<file path="config.mk">
export PLATFORM = sky130hd
export DESIGN_NAME = pipeline_stage_barrier
export DESIGN_NICKNAME = d
export VERILOG_FILES = /design/src/rtl/pipeline_stage_barrier.sv
export SDC_FILE = /design/constraint.sdc
export NUM_CORES = 1
export LEC_CHECK = 0
export CORE_MARGIN = 4
export CORE_UTILIZATION = 40
export CTS_CLUSTER_DIAMETER = 50
export DETAILED_ROUTE_END_ITERATION = 16
export GPL_ROUTABILITY_DRIVEN = 0
export PLACE_DENSITY = 0.79
export SETUP_SLACK_MARGIN = 0.1
export SLEW_MARGIN = 40
export SYNTH_ARGS = -nofsm -noshare
export SYNTH_HDL_FRONTEND = slang
export SYNTH_SLANG_ARGS = --single-unit
</file>
<file path="constraint.sdc">
create_clock -name clk -period 2.3 [get_ports clk]
set_clock_uncertainty 0.2 [all_clocks]
set_input_delay 0.46 -clock clk [delete_from_list [all_inputs] [get_ports clk]]
set_output_delay 0.46 -clock clk [all_outputs]
set_load 0.01 [all_outputs]
</file>
<file path="src/rtl/pipeline_stage_barrier.sv">
// Valid/ready pipeline barrier with flush-to-bubble and a saturating stall counter.
// Define PIPE_BARRIER_SKID_EN to add a one-entry skid register (registered inReady).
module pipeline_stage_barrier #(
  parameter int DATA_WIDTH = 64,
  parameter int CTRL_WIDTH = 6,
  parameter int CNT_WIDTH  = 16
) (
  input  logic                  clk,
  input  logic                  resetN,
  input  logic                  flush,
  input  logic                  inValid,
  output logic                  inReady,
  input  logic [DATA_WIDTH-1:0] inData,
  input  logic [CTRL_WIDTH-1:0] inCtrl,
  output logic                  outValid,
  input  logic                  outReady,
  output logic [DATA_WIDTH-1:0] outData,
  output logic [CTRL_WIDTH-1:0] outCtrl,
  output logic [CNT_WIDTH-1:0]  stallCount
);

  logic                  out_vld_q, out_vld_d;
  logic [DATA_WIDTH-1:0] out_data_q, out_data_d;
  logic [CTRL_WIDTH-1:0] out_ctrl_q, out_ctrl_d;
  logic [CNT_WIDTH-1:0]  cnt_q, cnt_d;
  logic                  accept, stall;

  assign accept = inValid && inReady;
  assign stall  = out_vld_q && !outReady;

`ifdef PIPE_BARRIER_SKID_EN
  logic                  skid_vld_q, skid_vld_d;
  logic [DATA_WIDTH-1:0] skid_data_q, skid_data_d;
  logic [CTRL_WIDTH-1:0] skid_ctrl_q, skid_ctrl_d;

  assign inReady = !skid_vld_q;

  always_comb begin
    out_vld_d   = out_vld_q;
    out_data_d  = out_data_q;
    out_ctrl_d  = out_ctrl_q;
    skid_vld_d  = skid_vld_q;
    skid_data_d = skid_data_q;
    skid_ctrl_d = skid_ctrl_q;
    if (flush) begin
      out_vld_d  = 1'b0;
      out_ctrl_d = '0;
      skid_vld_d = 1'b0;
    end else if (!out_vld_q || outReady) begin
      // Output slot frees up: the older skid entry goes first to keep ordering.
      if (skid_vld_q) begin
        out_vld_d  = 1'b1;
        out_data_d = skid_data_q;
        out_ctrl_d = skid_ctrl_q;
        skid_vld_d = 1'b0;
      end else if (accept) begin
        out_vld_d  = 1'b1;
        out_data_d = inData;
        out_ctrl_d = inCtrl;
      end else begin
        out_vld_d  = 1'b0;
        out_ctrl_d = '0;
      end
    end else if (accept) begin
      skid_vld_d  = 1'b1;
      skid_data_d = inData;
      skid_ctrl_d = inCtrl;
    end
  end

  always_ff @(posedge clk or negedge resetN) begin
    if (!resetN) begin
      skid_vld_q  <= 1'b0;
      skid_data_q <= '0;
      skid_ctrl_q <= '0;
    end else begin
      skid_vld_q  <= skid_vld_d;
      skid_data_q <= skid_data_d;
      skid_ctrl_q <= skid_ctrl_d;
    end
  end
`else
  assign inReady = outReady || !out_vld_q;

  always_comb begin
    out_vld_d  = out_vld_q;
    out_data_d = out_data_q;
    out_ctrl_d = out_ctrl_q;
    if (flush) begin
      out_vld_d  = 1'b0;
      out_ctrl_d = '0;
    end else if (accept) begin
      out_vld_d  = 1'b1;
      out_data_d = inData;
      out_ctrl_d = inCtrl;
    end else if (out_vld_q && outReady) begin
      out_vld_d  = 1'b0;
      out_ctrl_d = '0;
    end
  end
`endif

  // Saturates at all-ones; only reset clears it.
  assign cnt_d = (stall && (cnt_q != {CNT_WIDTH{1'b1}})) ? cnt_q + CNT_WIDTH'(1) : cnt_q;

  always_ff @(posedge clk or negedge resetN) begin
    if (!resetN) begin
      out_vld_q  <= 1'b0;
      out_data_q <= '0;
      out_ctrl_q <= '0;
      cnt_q      <= '0;
    end else begin
      out_vld_q  <= out_vld_d;
      out_data_q <= out_data_d;
      out_ctrl_q <= out_ctrl_d;
      cnt_q      <= cnt_d;
    end
  end

  assign outValid   = out_vld_q;
  assign outData    = out_data_q;
  assign outCtrl    = out_ctrl_q;
  assign stallCount = cnt_q;

endmodule

</file>
==> results of run 1 <==
==> power breakdown <==
group          switching [mW]  leakage, nW  internal, mW
clock network           0.511       0.0850         0.411
registers               0.189         1.06          1.78
logic                   0.428         1.12         0.756
total                    1.13         2.26          2.95
==> repair_timing <==
action,CTS,global route
hold endpoints to repair,25,0
setup buffers,1,0
setup endpoints to repair,1,0
hold buffers,1,0
resized for setup,2,0
==> final timing paths <==
path	from	end	slack, ps	cells after the start
worst max register to register	stallCount[0]$_DFFE_PN0P_	stallCount[8]$_DFFE_PN0P_	360	5
max in group asynchronous	resetN	outData[56]$_DFFE_PN0P_	890	3
min in group asynchronous	resetN	stallCount[13]$_DFFE_PN0P_	370	2
worst min register to register	outCtrl[3]$_DFFE_PN0P_	outCtrl[3]$_DFFE_PN0P_	300	1
worst max-delay path	outValid$_DFFE_PN0P_	inReady	180	3
worst min-delay path	outCtrl[3]$_DFFE_PN0P_	outCtrl[3]$_DFFE_PN0P_	300	1
==> Yosys cell counts (all sizes together) (2+ instances only) <==
library cell and n:
mux2 67, a22o 6, and3 2, inv 3
nand4 7, xor2 4, nand3 7, nand2 3
nor2 12, a21oi 2, dfrtp 87, buf 7
nor3b 3, nor4 2, xnor2 5, nor3 2
==> per-layer routing <==
metal | wire, µm | track usage | up-vias
met1 | 3390 | 0.210 | 1261
met3 | 951 | 0.0730 | 13
met2 | 4170 | 0.275 | 110
met4 | 138 | 0.0603 | 0
li1 | - | - | 1173
met5 | 0 | 0 | -
==> cell families after synthesis <==
group / after synthesis / synth area share
AOI/OAI and AO/OA: 12 / 0.0263
xor gates and xnor gates: 9 / 0.0227
DFF: 87 / 0.627
buffers and inverters: 10 / 0.0133
muxes: 67 / 0.217
adders and majority gates: 1 / 0.00360
and+or+nand+nor: 45 / 0.0901
==> layout make-up <==
cell class / instances / area (µm²)
clock buffer: 11 / 141
clock inverter: 4 / 22.5
fill: 627 / 2860
inverter: 3 / 11.3
multi-input combinational: 134 / 1260
sequential: 87 / 2180
tap: 105 / 131
timing repair buffer: 172 / 1730
==> sequential cells by signal, summed over array words and instances (netlist names) <==
name	count
stallCount	16
outData	64
outValid	1
outCtrl	6
==> worst register-to-register path, stage by stage (launching register included) <==
cell and delay, ps:
dfrtp_1 420, ha_1 280, nand3b_1 190, or2_1 290, nor2_1 130, mux2_2 330
==> impl_metrics.ini, run 1 <==
[status]
status = complete, no violations

[floorplan]
initial_core_util = 0.416
die_y_um = 101
io_pins = 163
die_w_um = 101
core_area_um2 = 8340
rows = 33
die_area_um2 = 10200

[timing]
report.final.slew_viol_count = 0
maxSlewHeadroom = 0.648
rsz0062_at_grt = no
fin_ws_ps = 175
tightest_slew_ps = 526
tns_ps = 0
hold_violations = 0
max_freq_ghz = 0.471
setup_viol = 0
finalCritPeriodShare = 0.924
fin_crit_ps = 2120
whs_ps = 304

[synthesis]
synth.top_cell.area_share = 0.627
synth_cell_types = 35
postSynthCellCount = 231
ys_top_cells_by_area = dfrtp_1, mux2_2, a22o_1, xnor2_1, nor2_1
synthArstFlopShare = 1.00
synth_ff_type = dfrtp_1
yosysWarnings = 0
yosys.area.top_type = dfrtp_1
seq_area_frac_synth = 0.627
synth_nets = 307
syn_avg_cell_area_um2 = 15.0
ys_ff_latch = 87
synth_edf_count = 0
syn_area_um2 = 3470

[placement]
placedCellCount = 499
place_hpwl_um = 6580
preCtsSetupSlack_ps = -51.6
dpl_cell_area_um2 = 5290
portBuffers = 162

[critical_path]
cp_num_buf_inv = 2
cp.arrival_ps = 1460
cp_slowest_cell = clkdlybuf4s50_1
worstPathMaxFanout = 3
cp_cell_sequence = nor2b_4 -> inv_1 -> clkdlybuf4s50_1
required_ps = 1640
path_class = flop to output pin
end_kind = output pin
cpLargestDelayFamily = buffers and inverters
slowest_delay_ps = 530
startpoint_type = flop

[pwr]
peakVddDrop_v = 0.000399
p_leak_nw = 2.26
power_density_nw_per_um2 = 744
total_power_mw = 4.08

[route]
routedWlPerCell_um = 16.8
first_pass_iters = 4
antenna_left = 0
wl_um = 8650
routed_via_density = 4.96
drt_iter0_markers = 60
vias = 2557
drc_errors = 0

[clock_tree]
clkTransAtPathRegs_ps = 80
cts_buffers = 9
cts.root.buffer_cell = clkbuf_8
clkLatencyLatePin_ps = 340
cts.path.max_buffers = 2
cts_sinks = 87
cts.htree.levels = 3
tritoncts = yes

[layout]
final_cells = 516
diodes = 0
drive_gt1_frac = 0.246
final_nets = 483
final_common_cell = clkdlybuf4s50_1
final_util = 0.657
final_cell_mix = clkdlybuf4s50_1, dfrtp_1, mux2_2
fin_area_um2 = 5480
area_growth_pct = 57.7

[global_routing]
grt-ovfl-total = 0
grt_max_degree = 45
grt_pass1_vias = 2727
grt_pass1_wl_um = 13800
antenna_found_initial = 0
grt_util_all_layers = 0.172

[min_path]
min_path_type = flop to flop

[job]
maxCapViolCount = 0
Power figures use the tool's default switching activity.
==> inputs of run 2 (changes only) <==
- CORE_UTILIZATION: 40 -> 30
- PLACE_DENSITY: 0.79 -> 0.63
==> run 2 against run 1 <==
  * Sequential cell count unchanged
  * First-iteration DRC count is 35% lower
  * Fmax increased by 2.5%
  * Critical endpoint is now stallCount[2]
  * Critical path type unchanged
  * Final cell count rose by 8.9%
  * Clock power grew 67%
==> impl_metrics.ini, run 2 (synthesized netlist as in run 1, its figures left out) <==
[route]
first_pass_iters = 4
dr_wl_met3_um = 754
wl_um = 8880
routedWlPerCell_um = 15.8
vias = 2539
routed_via_density = 4.52
routed-wl-met2_um = 4550
drt_iter0_markers = 39
highest_layer = met4
drc_errors = 0
antenna_left = 0
wl_met1_um = 3530

[layout]
final_util = 0.509
final_nets = 490
final_common_cell = clkdlybuf4s50_1
n_fill_cell = 998
multiInputGateArea_um2 = 1260
largest_reg_flops = 64
final_cell_mix = clkdlybuf4s50_1, dfrtp_1, mux2_2
diodes = 0
area_growth_pct = 66.6
drive_gt1_frac = 0.258
final-seq-area_um2 = 2180

[global_routing]
grt_util_all_layers = 0.139
grt_pass1_vias = 2792
grt-ovfl-total = 0
antenna_found_initial = 0
grt_max_degree = 38
grt_pass1_wl_um = 14200

[critical_path]
path_class = flop to output pin
slowest_delay_ps = 590
worstPathMaxFanout = 7
startpoint_type = flop
cp_cell_sequence = clkdlybuf4s50_1
timing.rr.start = stallCount[0]$_DFFE_PN0P_
required_ps = 1640
end_kind = output pin
cpLargestDelayFamily = buffers and inverters
reg2reg_to = stallCount[8]$_DFFE_PN0P_
worst-r2r-cell-count = 5
reg2reg_setup_slack_ps = 310
cp_slowest_cell = clkdlybuf4s50_1
cp_num_buf_inv = 1
cp.arrival_ps = 1410
crit_start = stallCount[2]$_DFFE_PN0P_
crit_end = stallCount[2]
cp.depth = 1

[floorplan]
rows = 39
die_y_um = 116
initial_core_util = 0.305
io_pins = 163
die_area_um2 = 13400
core_area_um2 = 11400
die_w_um = 116

[timing]
tightest_slew_ps = 501
whs_ps = 302
report.final.slew_viol_count = 0
finalCritPeriodShare = 0.901
hold_violations = 0
tns_ps = 0
fin_crit_ps = 2070
rsz0062_at_grt = no
maxSlewHeadroom = 0.666
max_freq_ghz = 0.482
setup_viol = 0

[placement]
place_hpwl_um = 6860
portBuffers = 162

[pwr]
power_density_nw_per_um2 = 816
peakVddDrop_v = 0.000497
p_leak_nw = 2.38

[clock_tree]
tritoncts = yes
cts_sinks = 87
clkLatencyLatePin_ps = 330
cts.root.buffer_cell = clkbuf_16
clkTransAtPathRegs_ps = 60
cts_buffers = 9
cts.path.max_buffers = 2
cts.htree.levels = 3

[min_path]
min_path_type = flop to flop

[status]
status = complete, no violations

[job]
maxCapViolCount = 0
-- run 2: through the flow --
| stage | instances | total power [mW] | instance area [µm²] | worst slack [ps] |
|---|---|---|---|---|
| detailed placement | 544 | 3.23 | 5460 | -58.9 |
| floorplan | 231 | 2.40 | 3470 | 495 |
| global route | 562 | 4.96 | 5790 | 152 |
| global placement | 544 | 3.21 | 5460 | -49.2 |
| CTS | 562 | 4.81 | 5790 | 206 |
| finish | 562 | 4.72 | 5790 | 227 |
-- run 2: how the worst min path moves through the flow --
| stage | from | depth (start not counted) | end |
|---|---|---|---|
| after floorplan | resetN | 0 | outCtrl[0]$_DFFE_PN0P_ |
| after global placement | resetN | 1 | outData[58]$_DFFE_PN0P_ |
| after detailed placement | resetN | 1 | outData[57]$_DFFE_PN0P_ |
| after CTS | outCtrl[3]$_DFFE_PN0P_ | 1 | outCtrl[3]$_DFFE_PN0P_ |
| after global routing | outData[24]$_DFFE_PN0P_ | 1 | outData[24]$_DFFE_PN0P_ |
| final | outData[57]$_DFFE_PN0P_ | 1 | outData[57]$_DFFE_PN0P_ |
-- run 2: repair_timing --
item	CTS	global route
setup endpoints to repair	1	0
resized for setup	1	0
hold buffers	1	0
hold endpoints to repair	35	0
buffers inserted	1	0
-- run 2: layer usage --
| layer | global-route usage | vias to the layer above |
|---|---|---|
| li1 | - | 1199 |
| met2 | 0.224 | 75 |
| met3 | 0.0684 | 6 |
| met4 | 0.0305 | 0 |
| met5 | 0 | - |
| met1 | 0.168 | 1259 |
-- run 2: area by class of cell --
cell class                 count  share of cell area
multi-input combinational    134               0.217
tap                          143              0.0309
clock buffer                  11              0.0402
timing repair buffer         179               0.319
sequential                    87               0.376
inverter                       3             0.00195
clock inverter                 5              0.0143
-- run 2: power by group --
part | switching, mW | leakage [nW] | internal, mW
clock | 0.587 | 0.154 | 0.954
sequential | 0.186 | 1.06 | 1.78
combinational | 0.436 | 1.17 | 0.777
total | 1.21 | 2.38 | 3.51
==> inputs of run 3 (changes only) <==
- CORE_UTILIZATION: 30 -> 41
- PLACE_DENSITY: 0.63 -> 0.81
==> run 3 against run 2 <==
  * Total power shrank 3.7%
  * Register-to-register slack about the same
  * Critical endpoint unchanged
  * Largest power group unchanged
  * Clock power down 10%
  * Count of clock-buffer cells in the layout unchanged
  * Cell area decreased by 3.0%
  * Sequential power about the same
==> impl_metrics.ini, run 3 (synthesized netlist as in run 1, its figures left out) <==
[clock_tree]
clkLatencyLatePin_ps = 340
clkTransAtPathRegs_ps = 90
cts.path.max_buffers = 2
cts.htree.levels = 3
cts_buffers = 9
cts.root.buffer_cell = clkbuf_8
cts_sinks = 87
tritoncts = yes

[global_routing]
use_met3 = 0.0591
grt_max_degree = 55
grt_pass1_vias = 2790
antenna_found_initial = 0
grt_util_all_layers = 0.173
top_usage_layer = met2
grt_use_met2 = 0.300
grt_pass1_wl_um = 13700
grt-ovfl-total = 0
grt_use_met1 = 0.201

[floorplan]
initial_core_util = 0.423
die_y_um = 100
core_area_um2 = 8220
io_pins = 163
die_w_um = 100
rows = 33
die_area_um2 = 10000

[critical_path]
cp_slowest_cell = clkdlybuf4s50_1
worst-r2r-cell-count = 5
required_ps = 1640
reg2reg_to = outData[13]$_DFFE_PN0P_
cp_cell_sequence = clkdlybuf4s50_1
cpLargestDelayFamily = buffers and inverters
end_kind = output pin
startpoint_type = flop
cp_num_buf_inv = 1
cp.depth = 1
timing.rr.start = outValid$_DFFE_PN0P_
worstPathMaxFanout = 7
crit_end = stallCount[2]
crit_start = stallCount[2]$_DFFE_PN0P_
slowest_delay_ps = 620
reg2reg_setup_slack_ps = 310
cp.arrival_ps = 1450
path_class = flop to output pin

[route]
routed_via_density = 4.86
routedWlPerCell_um = 16.1
vias = 2528
drc_errors = 0
first_pass_iters = 3
wl_um = 8350
antenna_left = 0
drt_iter0_markers = 33

[layout]
final_common_cell = clkdlybuf4s50_1
area_growth_pct = 61.6
final_util = 0.683
n_fill_cell = 623
largest_reg_flops = 64
final_cells = 520
final_nets = 486
final_cell_mix = clkdlybuf4s50_1, dfrtp_1, mux2_2
drive_gt1_frac = 0.253
diodes = 0

[pwr]
p_leak_nw = 2.33
peakVddDrop_v = 0.000497
power_density_nw_per_um2 = 810

[placement]
placedCellCount = 503
portBuffers = 162
preCtsSetupSlack_ps = -127
place_hpwl_um = 6450

[timing]
report.final.slew_viol_count = 0
setup_viol = 0
rsz0062_at_grt = no
whs_ps = 266
max_freq_ghz = 0.475
tightest_slew_ps = 417
fin_ws_ps = 194
finalCritPeriodShare = 0.916
hold_violations = 0
tns_ps = 0
fin_crit_ps = 2110
maxSlewHeadroom = 0.721

[job]
maxCapViolCount = 0

[min_path]
min_path_type = input port to async pin

[status]
status = complete, no violations
## run 3: changes by cell type in the layout (fill, tap and decap cells not counted)
cell and delta:
buf_12 -4, bufinv_16 +2, clkbuf_1 -1, clkbuf_16 -9
clkbuf_8 +10, clkinv_2 -1, clkinv_4 -1
## run 3: final cells by class
class,count,area (µm²),share of cell area
clock inverter,5,129,0.0230
sequential,87,2180,0.388
multi-input combinational,134,1260,0.224
timing repair buffer,175,1770,0.315
inverter,3,11.3,0.00201
tap,105,131,0.0234
clock buffer,11,141,0.0252
## run 3: power by group
group | total (mW) | switching (mW) | internal, mW
clock network | 1.38 | 0.521 | 0.864
registers | 1.97 | 0.187 | 1.78
logic | 1.20 | 0.435 | 0.762
total | 4.55 | 1.14 | 3.40
## run 3: what timing repair did
action                     in CTS  in global routing
hold buffers                    1                  0
setup endpoints to repair       1                  0
resized for setup               1                  0
setup buffers                   0                  0
hold endpoints to repair       60                  0
## run 3: routing by layer
layer | share of wire | up-vias
met5 | 0 | -
met1 | 0.37 | 1256
met2 | 0.53 | 81
met4 | 0.010 | 0
met3 | 0.082 | 8
li1 | - | 1183
## run 3: worst min path at each step
stage | endpoint | slack (ps)
floorplan | outCtrl[0]$_DFFE_PN0P_ | -40
global placement | outData[61]$_DFFE_PN0P_ | 90
detailed placement | outData[61]$_DFFE_PN0P_ | 90
CTS | outData[61]$_DFFE_PN0P_ | 260
global route | outData[3]$_DFFE_PN0P_ | 250
finish | outData[61]$_DFFE_PN0P_ | 270
## run 3: stage by stage
stage / power, mW / instance area, µm²
after floorplan: 2.40 / 3470
after global placement: 3.17 / 5340
after detailed placement: 3.21 / 5340
after CTS: 4.61 / 5610
after global routing: 4.76 / 5610
final: 4.55 / 5610
==> RTL edit: new RTL, flow settings as in run 2 <==
Change the parameter `CNT_WIDTH` from 16 to 32.
--- a/src/rtl/pipeline_stage_barrier.sv
+++ b/src/rtl/pipeline_stage_barrier.sv
@@ -5,3 +5,3 @@
   parameter int CTRL_WIDTH = 6,
-  parameter int CNT_WIDTH  = 16
+  parameter int CNT_WIDTH  = 32
 ) (
Ports: changed (resized stallCount); port bits go from 163 to 179. The function was not compared with the original's and may differ.
==> RTL edit against run 2 <==
Sequential power rose by 12%; power rose by 11%; design area rose by 16%; wire length rose by 20%; first-iteration DRC count rose by 140%; sequential share of layout area rose by 0.62 points; area after synthesis rose by 19%; worst setup slack got worse by 0.040 ns; sequential cell count rose by 16; die area rose by 18%; critical path type is now flip-flop to flip-flop; largest cell class unchanged.
==> RTL edit: results (changes against run 2) <==
Logic synthesis:
- Leading post-synthesis cells by instance count: dfrtp_1 (103), mux2_2 (65), xnor2_1 (18) (was dfrtp_1 (87), mux2_2 (66), nor2_1 (11)).
- The synthesized-area fraction occupied by adder cells came to 0.003017 (was 0.003602).
- The post-synthesis cell type count is 28 (was 35).
- The complex-gate fraction of the synthesized area was 0.02956 (was 0.02630).
- The netlist area before placement came to 4148 um^2 (was 3473 um^2).
- The mux contribution to synthesized area is 0.1792 (was 0.2172).
- The total nets after synthesis is 367 (was 307).
- Biggest area contributors in the synthesized netlist: dfrtp_1 (62%), mux2_2 (18%), xnor2_1 (3.8%) (was dfrtp_1 (63%), mux2_2 (21%), a22o_1 (1.5%)).
- The sequential area share after synthesis was 0.6214 (was 0.6268).
- The parity-gate share of the synthesized area counting xor and xnor cells came to 0.06124 (was 0.02269).

Clock tree:
- After clock tree synthesis, the clock-pin slew on the worst setup and hold paths is roughly 0.07 ns.
- The clock latency reported for the late side of the worst-skew pair is 0.35 ns (was 0.33 ns).
- The clock sink count was 103 (was 87).

Placement:
- The half-perimeter wire length of the detailed placement result was 8143 um (was 6863 um).
- The number of buffer cells added on primary ports was 178 (was 162).
- The worst slack at placement was -0.06114 ns (was -0.05889 ns).
- The area after detailed placement is 6347 um^2 (was 5455 um^2).

Power and ir drop:
- The design internal power is 4.017 mW (was 3.513 mW).
- The static leakage is 2.849 nW (was 2.379 nW).
- The fraction of power consumed by the clock network is 0.356 (was 0.326).

Layout:
- The count of plain and timing-repair buffers in the layout is 203 (was 179).
- The layout buffering overhead excluding clock cells came to 0.3013 (was 0.3194).
- The post-layout net count is 571 (was 490).
- The share of final-layout standard cells stronger than drive strength 1 was 0.2220 (was 0.2578).
- The count of multi-input combinational gates is 176 (was 134).
- The footprint of the flip-flops and latches is 2577 um^2 (was 2177 um^2).
- The core occupancy in the finished layout came to 0.5030 (was 0.5090).
- The proportion of cell area occupied by multi-input gates came to 0.2274 (was 0.2171).
- The area fraction of clock buffers and clock inverters was 0.05513 (was 0.05449).

Critical path:
- The worst-path cell with the longest stage delay is dfrtp_1 (was clkdlybuf4s50_1).
- The data arrival time of the critical path is 2.14 ns (was 1.41 ns).
- The critical path's largest stage delay is 0.44 ns (was 0.59 ns).
- The launch point of the worst reg-to-reg path is stallCount[8] (was stallCount[0]).

Drt:
- The average wire per cell in the routed design came to 15.75 um (was 15.81 um).
- The via count normalized by instance count was 4.519 (was 4.518).

Hold path:
- The start point of the worst min-delay path was stallCount[7] (was outData[57]).

Timing:
- The worst-margin pin slew came to 0.5114 ns (was 0.5007 ns).

Status:
- Result of the run: finished, final reports clean (unchanged).

Global routing:
- The total global-route track usage came to 0.1399 (was 0.1386).
[RTL edit: cell count changes in the layout (fill, tap and decap cells not counted), moves of 3 or more]
cell	change
a31oi_1	+3
and2_1	+5
and3_1	+6
and4_1	+5
buf_12	-3
buf_4	+11
clkdlybuf4s50_1	+16
dfrtp_1	+16
nand2_1	+7
nand3_1	+7
nand3_2	-3
xnor2_1	+13
xor2_1	+7
[RTL edit: metal layers]
| metal | GRT usage | vias to the layer above | wire length [um] |
|---|---|---|---|
| li1 | - | 1448 | - |
| met1 | 0.1754 | 1475 | 4549 |
| met2 | 0.2244 | 120 | 5202 |
| met3 | 0.04606 | 12 | 741 |
| met4 | 0.05421 | 0 | 153 |
| met5 | 0 | - | 0 |
[RTL edit: metrics by stage]
stage | setup TNS, ns | instances
floorplan | 0 | 291
global placement | -1.848 | 659
detailed placement | -2.118 | 659
CTS | 0 | 676
global route | 0 | 676
finish | 0 | 676
[RTL edit: worst paths after layout]
kind / end / slack [ns] / depth (start not counted)
max in group asynchronous: outData[26] / 0.90 / 3
max reg2reg: stallCount[24] / 0.19 / 5
min in group asynchronous: stallCount[8] / 0.42 / 2
min reg2reg: stallCount[7] / 0.29 / 1
min: stallCount[7] / 0.29 / 1
max: stallCount[24] / 0.19 / 5
[RTL edit: what timing repair did]
action	in CTS	in global routing
pin swaps	0	1
hold endpoints to repair	34	0
hold buffers	1	0
setup endpoints to repair	1	3
gates resized for setup	1	2
buffers inserted	0	0
[RTL edit: worst max-delay path: cells and delay by family (launching register included)]
kind	cells	cell delay (ns)
and+or+nand+nor	4	1.04
muxes	1	0.33
DFF	1	0.44
